<file path="src/rtl/mips_multi_cycle_control_pkg.sv">
// Shared encodings for the multi-cycle MIPS control unit: FSM states, opcodes,
// ALU/mux select codes and the packed control word driven by the decoder.
package mips_multi_cycle_control_pkg;

    typedef enum logic [3:0] {
        S_FETCH     = 4'd0,
        S_DECODE    = 4'd1,
        S_MEM_ADDR  = 4'd2,
        S_MEM_READ  = 4'd3,
        S_MEM_WB    = 4'd4,
        S_MEM_WRITE = 4'd5,
        S_EXECUTE   = 4'd6,
        S_ALU_WB    = 4'd7,
        S_BRANCH    = 4'd8,
        S_JUMP      = 4'd9,
        S_ADDI_EXEC = 4'd10,
        S_ADDI_WB   = 4'd11
    } state_e;

    localparam logic [5:0] OP_RTYPE = 6'b000000;
    localparam logic [5:0] OP_LW    = 6'b100011;
    localparam logic [5:0] OP_SW    = 6'b101011;
    localparam logic [5:0] OP_BEQ   = 6'b000100;
    localparam logic [5:0] OP_J     = 6'b000010;
    localparam logic [5:0] OP_ADDI  = 6'b001000;

    localparam logic [1:0] ALU_ADD   = 2'b00;
    localparam logic [1:0] ALU_SUB   = 2'b01;
    localparam logic [1:0] ALU_FUNCT = 2'b10;

    localparam logic [1:0] PC_ALU    = 2'b00;
    localparam logic [1:0] PC_ALUOUT = 2'b01;
    localparam logic [1:0] PC_JUMP   = 2'b10;

    localparam logic [1:0] SRCB_REG    = 2'b00;
    localparam logic [1:0] SRCB_FOUR   = 2'b01;
    localparam logic [1:0] SRCB_IMM    = 2'b10;
    localparam logic [1:0] SRCB_IMM_SH = 2'b11;

    typedef struct packed {
        logic       pc_write;
        logic       pc_write_cond;
        logic       i_or_d;
        logic       mem_read;
        logic       mem_write;
        logic       ir_write;
        logic       reg_dst;
        logic       mem_to_reg;
        logic       reg_write;
        logic       alu_src_a;
        logic [1:0] alu_src_b;
        logic [1:0] alu_op;
        logic [1:0] pc_source;
    } ctrl_t;

endpackage

</file>
<file path="src/rtl/mips_multi_cycle_control_decoder.sv">
// Combinational state -> control-word map; any state not listed drives all zeros.
module mips_main_decoder
    import mips_multi_cycle_control_pkg::*;
(
    input  state_e i_state,
    input  logic   i_mem_ready,
    output ctrl_t  o_ctl
);

    always_comb begin
        o_ctl = '0;
        case (i_state)
            S_FETCH: begin
                o_ctl.mem_read  = 1'b1;
                o_ctl.alu_src_b = SRCB_FOUR;
                o_ctl.alu_op    = ALU_ADD;
                o_ctl.pc_source = PC_ALU;
                // PC and IR latch only on the cycle the fetch completes
                o_ctl.pc_write  = i_mem_ready;
                o_ctl.ir_write  = i_mem_ready;
            end
            S_DECODE: begin
                o_ctl.alu_src_b = SRCB_IMM_SH;
                o_ctl.alu_op    = ALU_ADD;
            end
            S_MEM_ADDR, S_ADDI_EXEC: begin
                o_ctl.alu_src_a = 1'b1;
                o_ctl.alu_src_b = SRCB_IMM;
                o_ctl.alu_op    = ALU_ADD;
            end
            S_MEM_READ: begin
                o_ctl.mem_read = 1'b1;
                o_ctl.i_or_d   = 1'b1;
            end
            S_MEM_WB: begin
                o_ctl.reg_write  = 1'b1;
                o_ctl.mem_to_reg = 1'b1;
            end
            S_MEM_WRITE: begin
                o_ctl.mem_write = 1'b1;
                o_ctl.i_or_d    = 1'b1;
            end
            S_EXECUTE: begin
                o_ctl.alu_src_a = 1'b1;
                o_ctl.alu_src_b = SRCB_REG;
                o_ctl.alu_op    = ALU_FUNCT;
            end
            S_ALU_WB: begin
                o_ctl.reg_write = 1'b1;
                o_ctl.reg_dst   = 1'b1;
            end
            S_BRANCH: begin
                o_ctl.alu_src_a     = 1'b1;
                o_ctl.alu_src_b     = SRCB_REG;
                o_ctl.alu_op        = ALU_SUB;
                o_ctl.pc_source     = PC_ALUOUT;
                o_ctl.pc_write_cond = 1'b1;
            end
            S_JUMP: begin
                o_ctl.pc_write  = 1'b1;
                o_ctl.pc_source = PC_JUMP;
            end
            S_ADDI_WB: o_ctl.reg_write = 1'b1;
            default: ;
        endcase
    end

endmodule

</file>
<file path="src/rtl/mips_multi_cycle_control.sv">
// Multi-cycle MIPS control FSM: state register, next-state logic, retired
// instruction counter and sticky illegal-opcode flag around the main decoder.
module mips_multi_cycle_control
    import mips_multi_cycle_control_pkg::*;
#(
    parameter int INSTR_CNT_W = 32
) (
    input  logic                   clk,
    input  logic                   rst,
    input  logic [5:0]             opcode,
    input  logic                   zero,
    input  logic                   mem_ready,
    output logic                   pc_write,
    output logic                   pc_write_cond,
    output logic                   i_or_d,
    output logic                   mem_read,
    output logic                   mem_write,
    output logic                   ir_write,
    output logic                   reg_dst,
    output logic                   mem_to_reg,
    output logic                   reg_write,
    output logic                   alu_src_a,
    output logic [1:0]             alu_src_b,
    output logic [1:0]             alu_op,
    output logic [1:0]             pc_source,
    output logic [3:0]             state_o,
    output logic [INSTR_CNT_W-1:0] instr_retired,
    output logic                   illegal_op
);

    state_e                 r_state;
    state_e                 w_next;
    logic                   w_retire;
    logic                   w_illegal;
    ctrl_t                  w_ctl;
    logic [INSTR_CNT_W-1:0] r_retired;
    logic                   r_illegal;
    // Branch qualification with zero happens in the datapath, not here
    logic                   w_unused_zero;

    assign w_unused_zero = zero;

    always_ff @(posedge clk or negedge rst) begin
        if (!rst) begin
            r_state   <= S_FETCH;
            r_retired <= '0;
            r_illegal <= 1'b0;
        end else begin
            r_state <= w_next;
            if (w_retire)
                r_retired <= r_retired + 1'b1;
            if (w_illegal)
                r_illegal <= 1'b1;
        end
    end

    always_comb begin
        w_next    = S_FETCH;
        w_retire  = 1'b0;
        w_illegal = 1'b0;
        case (r_state)
            S_FETCH:  w_next = mem_ready ? S_DECODE : S_FETCH;
            S_DECODE: begin
                case (opcode)
                    OP_RTYPE:     w_next = S_EXECUTE;
                    OP_LW, OP_SW: w_next = S_MEM_ADDR;
                    OP_BEQ:       w_next = S_BRANCH;
                    OP_J:         w_next = S_JUMP;
                    OP_ADDI:      w_next = S_ADDI_EXEC;
                    default:      w_illegal = 1'b1;
                endcase
            end
            S_MEM_ADDR:  w_next = (opcode == OP_LW) ? S_MEM_READ : S_MEM_WRITE;
            S_MEM_READ:  w_next = mem_ready ? S_MEM_WB : S_MEM_READ;
            S_MEM_WRITE: begin
                if (mem_ready) w_retire = 1'b1;
                else           w_next   = S_MEM_WRITE;
            end
            S_EXECUTE:   w_next = S_ALU_WB;
            S_ADDI_EXEC: w_next = S_ADDI_WB;
            S_MEM_WB, S_ALU_WB, S_BRANCH, S_JUMP, S_ADDI_WB: w_retire = 1'b1;
            default: ;
        endcase
    end

    mips_main_decoder u_dec (
        .i_state     (r_state),
        .i_mem_ready (mem_ready),
        .o_ctl       (w_ctl)
    );

    // Strobes are gated combinationally so they drop the instant reset asserts
    assign pc_write      = w_ctl.pc_write      & rst;
    assign pc_write_cond = w_ctl.pc_write_cond & rst;
    assign mem_read      = w_ctl.mem_read      & rst;
    assign mem_write     = w_ctl.mem_write     & rst;
    assign ir_write      = w_ctl.ir_write      & rst;
    assign reg_write     = w_ctl.reg_write     & rst;
    assign i_or_d        = w_ctl.i_or_d;
    assign reg_dst       = w_ctl.reg_dst;
    assign mem_to_reg    = w_ctl.mem_to_reg;
    assign alu_src_a     = w_ctl.alu_src_a;
    assign alu_src_b     = w_ctl.alu_src_b;
    assign alu_op        = w_ctl.alu_op;
    assign pc_source     = w_ctl.pc_source;
    assign state_o       = r_state;
    assign instr_retired = r_retired;
    assign illegal_op    = r_illegal;

endmodule

</file>
<file path="config.mk">
export PLATFORM = sky130hd
export DESIGN_NAME = mips_multi_cycle_control
export DESIGN_NICKNAME = d
export VERILOG_FILES = /design/src/rtl/mips_multi_cycle_control_pkg.sv /design/src/rtl/mips_multi_cycle_control_decoder.sv /design/src/rtl/mips_multi_cycle_control.sv
export SDC_FILE = /design/constraint.sdc
export NUM_CORES = 1
export LEC_CHECK = 0
export CAP_MARGIN = 10
export CORE_ASPECT_RATIO = 1.2
export CORE_MARGIN = 2
export CORE_UTILIZATION = 47
export DETAILED_ROUTE_END_ITERATION = 10
export PLACE_DENSITY = 0.84
export SYNTH_ARGS = -nofsm -noshare
export SYNTH_HDL_FRONTEND = slang
export SYNTH_SLANG_ARGS = --single-unit
</file>
<file path="constraint.sdc">
create_clock -name clk -period 2.3 [get_ports clk]
set_input_delay 0.345 -clock clk [delete_from_list [all_inputs] [get_ports clk]]
set_output_delay 0.345 -clock clk [all_outputs]
set_load 0.005 [all_outputs]
</file>
==> results of run 1 <==
[logic make-up after synthesis]
kind of cell    after synthesis  share of synthesized area
compound gates               22                    0.07756
xor+xnor                     33                     0.1347
fa+ha+maj                     1                   0.005830
buf+inv                      13                    0.02682
flops                        37                     0.4315
simple gates                120                     0.3236
[state kept, by name, indices dropped and copies added, names as in the netlist]
register / count
illegal_op: 1
instr_retired: 32
state_o: 4
[Yosys cell counts (2+ instances only)]
cell and n:
clkbuf_1 8, nor3_1 14, and4_1 6, xnor2_1 17
nor4_1 9, dfrtp_1 37, nor2_1 13, buf_1 2
or3_1 2, and2_1 3, nor4b_1 2, and3_1 5
a21oi_1 5, nand3_1 13, nand4_1 19, nand2_1 19
nor4_4 2, nor2b_1 3, o21ai_0 7, xor2_1 16
nand2b_1 6
[final cells by class]
type                    instances  area share
multi-input cells             176      0.3844
flip-flops and latches         37      0.3009
repair buffers                 83      0.2519
clock buffers                   6     0.02673
well taps                      56     0.02268
clock inverters                 2     0.01215
inverters                       1    0.001215
[per-layer routing]
metal,track usage,routed length [µm],up-vias
met5,0,0,-
met4,0.06667,63,0
met3,0.04585,311,7
met2,0.3495,2710,72
met1,0.2811,2322,1012
li1,-,-,989
[power by group]
part | switching, mW | internal [mW]
sequential | 0.118 | 0.732
clock | 0.229 | 0.352
combinational | 0.466 | 0.517
total | 0.812 | 1.60
[path summary, 6_finish.rpt]
check	cells after the start	startpoint	slack, ps	to
min reg2reg	1	instr_retired[31]$_DFFE_PN0P_	470	instr_retired[31]$_DFFE_PN0P_
min in group clk	1	instr_retired[31]$_DFFE_PN0P_	470	instr_retired[31]$_DFFE_PN0P_
max	5	state_o[0]$_DFF_PN0_	110	alu_src_b[1]
max reg2reg	6	state_o[1]$_DFF_PN0_	300	instr_retired[10]$_DFFE_PN0P_
min	2	rst	30	instr_retired[7]$_DFFE_PN0P_
max in group asynchronous	2	rst	1930	state_o[2]$_DFF_PN0_
[through the flow]
| step | cell area [µm²] | hold WS, ps | std cells | util | setup TNS [ps] |
|---|---|---|---|---|---|
| finish | 3089 | 31.03 | 361 | 0.7140 | 0 |
| global route | 3089 | 43.70 | 361 | 0.7140 | 0 |
| CTS | 2998 | 29.44 | 353 | 0.6929 | 0 |
| detailed placement | 2873 | 342.1 | 345 | 0.6640 | -15.92 |
| global placement | 2873 | 351.7 | 345 | 0.6640 | 0 |
| floorplan | 2146 | 49.41 | 226 | - | 0 |
[layout by cell type (no fill, tap or decap), drive strengths merged, types with 11 or more instances in the layout]
master,Yosys,final
dfrtp,37,37
nand2,19,19
nand3,13,13
xnor2,17,17
xor2,16,16
nor2,14,14
nor3,14,14
clkdlybuf4s50,0,57
nand4,19,19
buf,4,23
nor4,11,11
[repair_timing]
item / in CTS / in global routing
gates resized for setup: 3 / 8
endpoints found under the setup margin: 3 / 5
setup buffers: 0 / 8
hold buffers: 0 / 0
pin swaps: 0 / 2
==> results.md, run 1 <==
* Ys async rst share at 1.000
* Crit path cell chain: buf_4 -> nor2b_2 -> nor2_1 -> nor2_1 -> clkdlybuf4s50_1
* Post-Syn Nets at around 240
* CTS Sinks at 37
* Worst setup SP type: flop
* Mapped Avg Cell Area at 9.495 µm²
* Inserted Clock Buffers at 5
* Storage element area at about 930 µm²
* Final setup fails at 0
* Detailed Route WL at about 5.4 mm
* Hold/Removal Path Class: primary input to async pin
* N_diodes at 0
* Post-synth EDFFs at 0
* Max clock buf depth at 2
* Leak pwr at 1.189 nW
* Cells after synthesis at 226
* Residual DRC at 0
* Routed Antenna Nets at 0
* Fillcell total at 323
* Row cnt at 26
* Cell Area, Synth at 0.002146 mm²
* Slew headroom at 0.6612
* Share of layout cells above drive strength 1 at 0.1443
* Wire per inst at 14.98 µm
* Multi-input gate area at between 0.001 and 0.0015 mm²
* Slowest CP cell: clkdlybuf4s50_1
* Nets at 315
* Vias in the first global route at 1898
* Area leader, netlist: dfrtp_1
* Yosys warns at 0
* Initial core utilization at 0.4960
* CTS tree: done
* Power per cell area at 781.5 mW/mm²
* Final setup margin at 112.2 ps
* FMAX at 0.4571 GHz
* First-pass GRT wire length at 8.687 mm
* Maxcap violations at 0
* Share of the synthesized area in the top cell type at 0.4315
* Worst-path fanout max at 6
* DRT Pass-1 Iters at 4
* Vias at 2080
* Die width at 65.68 µm
* Largest cells by area after synthesis: dfrtp_1 43%, xnor2_1 6.9%, xor2_1 6.5%, nand4_1 5.5%, nand2_1 3.3%
* CP Data Required Time at 1960 ps
* Global-route usage over all layers at 0.2134
* Post-synth cell types at 39
* Input/output buffers at a little over 60
* CP top delay family: buffers and inverters
* Period utilization at 0.9512
* Core box area at 0.004327 mm²
* Final Max Tran Viols at 0
* Fin crit period at ~2200 ps
* Power, Total at 2.414 mW
* RSZ-0062 raised after global routing: false
* Setup CP Type: flop to primary output
* Initial antenna violation count at 0
* Peak supply drop at 0.7029 mV
* Clock latency on the worst-skew pair at 300 ps
* Clock skew at 7.660 ps
* Full die area at 0.005124 mm²
* Worst path max stage delay at roughly 500 ps
* Clk root buf: clkbuf_8
* Die Ht at between 70 and 80 µm
* Final Hold Violating Endpoints at 0
* Pin count of the biggest net entering global routing at 28
* Boundary Pins at 63
* Outcome: finished clean
* Hpwl dp at a little under 4 mm
* Main flop type after synthesis: dfrtp_1
* Vias/cell at 5.762
* CP bufs+invs at 2
* Crit. End Element: primary output
* Critical path arrival at 1840 ps
* Overflow after GRT at 0
* Slew @ Worst Pin at 506.4 ps
* Pre-CTS WS at -15.92 ps
* Most common cell on crit path: nor2_1
* Area growth syn-to-layout at 43.96%
* Iter 0 DRT Violations at around 130
* CTS clk-pin slew, worst paths at 70 ps
* Sequential area share after synthesis at 0.4315
* RePlAce Congestion at 0.8325
* Flops & latches, synth at 37
* CTS H-tree depth at 2
No activity file was read; power rests on OpenSTA's default activity.
==> run 2: changes to the inputs <==
- clock period: 2.3 -> 2.09 ns (I/O delays scaled with it)
==> run 2 against run 1 <==
Net effect: first-iteration DRC count decreased by 27%; register-to-register slack got worse by 250 ps; cell count increased by 0.55%; die area unchanged.
==> results.md, run 2 (same netlist as run 1, synthesis figures left out) <==
* Outcome: finished clean
* Worst setup SP type: flop
* Die Ht at 78.02 µm (unchanged)
* Inserted Clock Buffers at 5 (unchanged)
* DRT Pass-1 Iters at 4 (unchanged)
* Final Hold Violating Endpoints at 0 (unchanged)
* Crit. End Element: primary output
* Pre-CTS WS at -135.6 ps (-119.7 ps)
* First-pass GRT wire length at 9.266 mm (+6.7%)
* Power per cell area at 821.9 mW/mm² (+5.2%)
* Commonest non-fill, non-tap cell in the layout: clkdlybuf4s50_1
* Global-route usage over all layers at 0.2306 (+0.01720)
* RePlAce Congestion at 0.8233 (-1.1%)
* Worst path max stage delay at 490 ps (about the same)
* Clk root buf: clkbuf_8
* Commonest non-fill, non-tap cells in the layout: 54 x clkdlybuf4s50_1, 34 x dfrtp_1, 21 x buf_4
* Setup CP Type: flop to primary output
* Nets at 317 (+0.63%)
* FMAX at 0.4865 GHz
* Detailed Route WL at 5.606 mm (+3.7%)
* Final Max Tran Viols at 0 (unchanged)
* Slew @ Worst Pin at 539.8 ps (+33.43 ps)
* CP bufs+invs at 2 (unchanged)
* Iter 0 DRT Violations at 93 (-27%)
* Fin crit period at 2055 ps
* Worst-path fanout max at 6 (unchanged)
* Pin count of the biggest net entering global routing at 26 (-7.1%)
* Maxcap violations at 0 (unchanged)
* Final setup margin at 34.68 ps (-77.48 ps)
* Boundary Pins at 63 (unchanged)
* CP Data Required Time at 1780 ps (-180 ps)
* Row cnt at 26 (unchanged)
* CTS clk-pin slew, worst paths at 70 ps (about the same)
* Core box area at 0.004327 mm² (unchanged)
* Vias at 2068 (-0.58%)
* Slowest CP cell: clkdlybuf4s50_1
* Leak pwr at 1.206 nW (+1.4%)
* RSZ-0062 raised after global routing: true
* Overflow after GRT at 0 (unchanged)
* Vias/cell at 5.697 (-1.1%)
* Input/output buffers at 61 (unchanged)
* Vias in the first global route at 1930 (+1.7%)
* Period utilization at 0.9834
* Initial core utilization at 0.4960 (unchanged)
* Reg-to-reg setup timing slack at 50 ps (-250 ps)
* Routed Antenna Nets at 0 (unchanged)
* Crit path cell chain: buf_4 -> nor3_2 -> and2_1 -> clkdlybuf4s50_1
* Full die area at 0.005124 mm² (unchanged)
* CP top delay family: buffers and inverters
* Clock latency on the worst-skew pair at 300 ps (about the same)
* Die width at 65.68 µm (unchanged)
* Residual DRC at 0 (unchanged)
* Max clock buf depth at 2 (unchanged)
* Area growth syn-to-layout at 45.71%
* Share of layout cells above drive strength 1 at 0.1694 (+0.02512)
* Initial antenna violation count at 0 (unchanged)
* # hold bufs at CTS at 0 (unchanged)
* CTS tree: done
* Max reg flops at 32 (unchanged)
* Hold/Removal Path Class: primary input to async pin
* N_diodes at 0 (unchanged)
* Wire per inst at 15.44 µm (+3.1%)
* Critical path arrival at 1740 ps (-100 ps)
* Clock skew at 4.903 ps (-2.757 ps)
* Finished Core Util at 0.7227 (+0.008675)
* Hpwl dp at 3.965 mm (+3.1%)
* Peak supply drop at 0.5483 mV (-22%)
* Final setup fails at 0 (unchanged)
* Slew headroom at 0.6388 (-0.02237)
* CTS H-tree depth at 2 (unchanged)
* CTS Sinks at 37 (unchanged)
-- run 2: metal layers --
layer,up-vias,share of wire,global-route usage
met3,7,0.071,0.05158
met5,-,0,0
met1,979,0.39,0.2787
met4,0,0.015,0.09167
li1,992,-,-
met2,90,0.52,0.3929
-- run 2: final cells by class --
class	instances	area, µm²
multi-input combinational	176	1219
tap	56	70.07
fill	323	1200
sequential	37	929.6
inverter	1	3.754
clock inverter	3	17.52
timing repair buffer	85	818.3
clock buffer	5	68.82
-- run 2: path summary, 6_finish.rpt --
check | depth (start not counted) | end | start
worst max-delay path | 4 | pc_write_cond | state_o[0]$_DFF_PN0_
worst min-delay path | 2 | instr_retired[17]$_DFFE_PN0P_ | rst
worst max register to register | 6 | instr_retired[25]$_DFFE_PN0P_ | state_o[3]$_DFF_PN0_
worst min register to register | 1 | illegal_op$_DFFE_PN0P_ | illegal_op$_DFFE_PN0P_
max in group asynchronous | 2 | state_o[2]$_DFF_PN0_ | rst
min in group clk | 1 | illegal_op$_DFFE_PN0P_ | illegal_op$_DFFE_PN0P_
-- run 2: repair_timing --
| item | 4_1_cts | 5_1_grt |
|---|---|---|
| pin swaps | 1 | 1 |
| setup endpoints to repair | 9 | 7 |
| buffers inserted | 3 | 3 |
| gates resized for setup | 10 | 13 |
-- run 2: power breakdown --
part | internal [mW] | switching (mW)
logic | 0.607 | 0.527
registers | 0.806 | 0.142
clock network | 0.230 | 0.258
-- run 2: metrics by stage --
stage / setup TNS, ps / hold slack (ps) / total power, mW / instance area, µm² / std cells
after CTS: -103.8 / 8.182 / 2.516 / 3055 / 360
after global placement: -921.2 / 335.4 / 1.981 / 2928 / 349
after global routing: -167.7 / 29.60 / 2.737 / 3127 / 363
final: 0 / 18.17 / 2.570 / 3127 / 363
after detailed placement: -1134 / 332.5 / 1.991 / 2928 / 349
after floorplan: 0 / 17.91 / 1.432 / 2146 / 226
==> run 3: changes to the inputs <==
- CORE_MARGIN: 2 -> unset
==> run 3 against run 2 <==
Net effect: sequential cell count unchanged; setup slack worse by 6.5 ps; hold slack better by 18 ps; critical path type unchanged; critical endpoint is now mem_to_reg; highest routed layer unchanged.
==> results.md, run 3 (same netlist as run 1, synthesis figures left out) <==
* Inserted Clock Buffers at 5 (unchanged)
* Routed Antenna Nets at 0 (unchanged)
* Share of layout cells above drive strength 1 at 0.1792 (+0.009772)
* Slowest CP cell: clkdlybuf4s50_1
* DRT Pass-1 Iters at 5 (+1)
* Pin count of the biggest net entering global routing at 26 (unchanged)
* Initial core utilization at 0.4960 (unchanged)
* Residual DRC at 0 (unchanged)
* Commonest non-fill, non-tap cells in the layout: 53 x clkdlybuf4s50_1, 35 x dfrtp_1, 19 x nand4_1, 19 x buf_4, 18 x nand2_1
* Hpwl dp at 3.860 mm (-2.6%)
* Die width at 63.68 µm (-3.0%)
* CTS clk-pin slew, worst paths at 70 ps (about the same)
* RSZ-0062 raised after global routing: true
* Row cnt at 26 (unchanged)
* Outcome: finished clean
* Reg-to-reg setup timing slack at 30 ps (-20 ps)
* Leak pwr at 1.342 nW (+11%)
* Peak supply drop at 0.8535 mV (+56%)
* Wire per inst at 16.82 µm (+8.9%)
* Vias in the first global route at 2041 (+5.8%)
* Final Max Tran Viols at 0 (unchanged)
* Finished Cell Area at 0.003253 mm² (+4.0%)
* Critical path arrival at 1750 ps (about the same)
* Clock skew at 7.030 ps (+2.127 ps)
* Overflow after GRT at 0 (unchanged)
* Vias at 2121 (+2.6%)
* Power, Total at 2.740 mW (+6.6%)
* Period utilization at 0.9865 (+0.003133)
* Commonest non-fill, non-tap cell in the layout: clkdlybuf4s50_1
* # hold bufs at CTS at 0 (unchanged)
* CTS H-tree depth at 2 (unchanged)
* Crit. End Element: primary output
* Max reg flops at 32 (unchanged)
* Power per cell area at 842.3 mW/mm² (+2.5%)
* Global-route usage over all layers at 0.2551 (+0.02451)
* RePlAce Congestion at 0.8866 (+7.7%)
* CTS tree: done
* CP top delay family: buffers and inverters
* CP bufs+invs at 2 (unchanged)
* Input/output buffers at 61 (unchanged)
* Die Ht at 76.02 µm (-2.6%)
* Fillcell total at 291 (-9.9%)
* Clk root buf: clkbuf_8
* Clock latency on the worst-skew pair at 290 ps (about the same)
* Crit path cell chain: nand2b_1 -> buf_4 -> nor3_1 -> clkdlybuf4s50_1
* Vias/cell at 5.843 (+2.6%)
* Worst path max stage delay at 520 ps (+30 ps)
* Slew headroom at 0.6515 (+0.01271)
* Placed cell areas at 0.002913 mm² (-0.51%)
* Final setup fails at 0 (unchanged)
* N_diodes at 0 (unchanged)
* Core box area at 0.004327 mm² (unchanged)
* Maxcap violations at 0 (unchanged)
* Boundary Pins at 63 (unchanged)
* Detailed Route WL at 6.105 mm (+8.9%)
* FMAX at 0.4850 GHz (-0.32%)
* Slew @ Worst Pin at 521.2 ps (-18.62 ps)
* Worst-path fanout max at 7 (+1)
* Setup CP Type: flop to primary output
* Max clock buf depth at 2 (unchanged)
* Initial antenna violation count at 0 (unchanged)
* Nets at 318 (+0.32%)
* Full die area at 0.004841 mm² (-5.5%)
* Hold/Removal Path Class: primary input to async pin
* Area growth syn-to-layout at 51.60%
* CP Data Required Time at 1780 ps (about the same)
* Worst setup SP type: flop
* First-pass GRT wire length at 9.680 mm (+4.5%)
* Fin crit period at 2062 ps (+6.548 ps)
* Final Hold Violating Endpoints at 0 (unchanged)
* Iter 0 DRT Violations at 106 (+14%)
* CTS Sinks at 37 (unchanged)
## run 3: cell count changes in the layout (fill, tap and decap cells not counted), sizes merged
cell | before | now
dlymetal6s2s | 3 | 4
buf | 25 | 26
clkdlybuf4s50 | 54 | 53
clkbuf | 5 | 7
clkinvlp | 1 | 0
clkinv | 2 | 0
## run 3: where the power goes
part           switching (mW)  internal (mW)
clock network           0.239          0.261
logic                   0.631          0.682
registers               0.122          0.804
total                   0.992           1.75
## run 3: metrics by stage
stage          setup TNS, ps  instances  hold WS (ps)  utilization  setup WS, ps
2_1_floorplan              0        226         17.91            -         277.3
3_3_place_gp          -503.4        347         339.2       0.6732        -107.4
3_5_place_dp          -604.6        347         338.3       0.6732        -103.1
4_1_cts               -81.11        361         21.27       0.7152        -21.04
5_1_grt               -361.3        363         29.66       0.7519        -80.52
6_report                   0        363         36.11       0.7519         28.13
## run 3: repair_timing
action | 4_1_cts | 5_1_grt
setup endpoints to repair | 8 | 29
pin swaps | 2 | 7
buffers inserted | 7 | 2
resized for setup | 15 | 27
## run 3: final timing paths
kind                                                  to                    from  cells past startpoint
max                                           mem_to_reg    state_o[3]$_DFF_PN0_                      4
min                        instr_retired[16]$_DFFE_PN0P_                     rst                      2
max reg2reg                instr_retired[31]$_DFFE_PN0P_    state_o[0]$_DFF_PN0_                      8
min reg2reg                       illegal_op$_DFFE_PN0P_  illegal_op$_DFFE_PN0P_                      1
max in group asynchronous           state_o[2]$_DFF_PN0_                     rst                      2
min in group clk                  illegal_op$_DFFE_PN0P_  illegal_op$_DFFE_PN0P_                      1
## run 3: cell type report
cell class / count / area (µm²) / area share
tap: 56 / 70.07 / 0.02154
clock buffer: 7 / 86.33 / 0.02654
sequential: 37 / 928.4 / 0.2854
multi-input combinational: 176 / 1313 / 0.4035
timing repair buffer: 86 / 852.1 / 0.2619
inverter: 1 / 3.754 / 0.001154
## run 3: metal layers
metal,share of wire,global-route usage,vias to the layer above,wire (µm)
met1,0.40,0.3059,1034,2443
met5,0,0,-,0
li1,-,-,985,-
met2,0.52,0.4287,86,3157
met4,0.023,0.1227,0,140
met3,0.059,0.05389,16,363
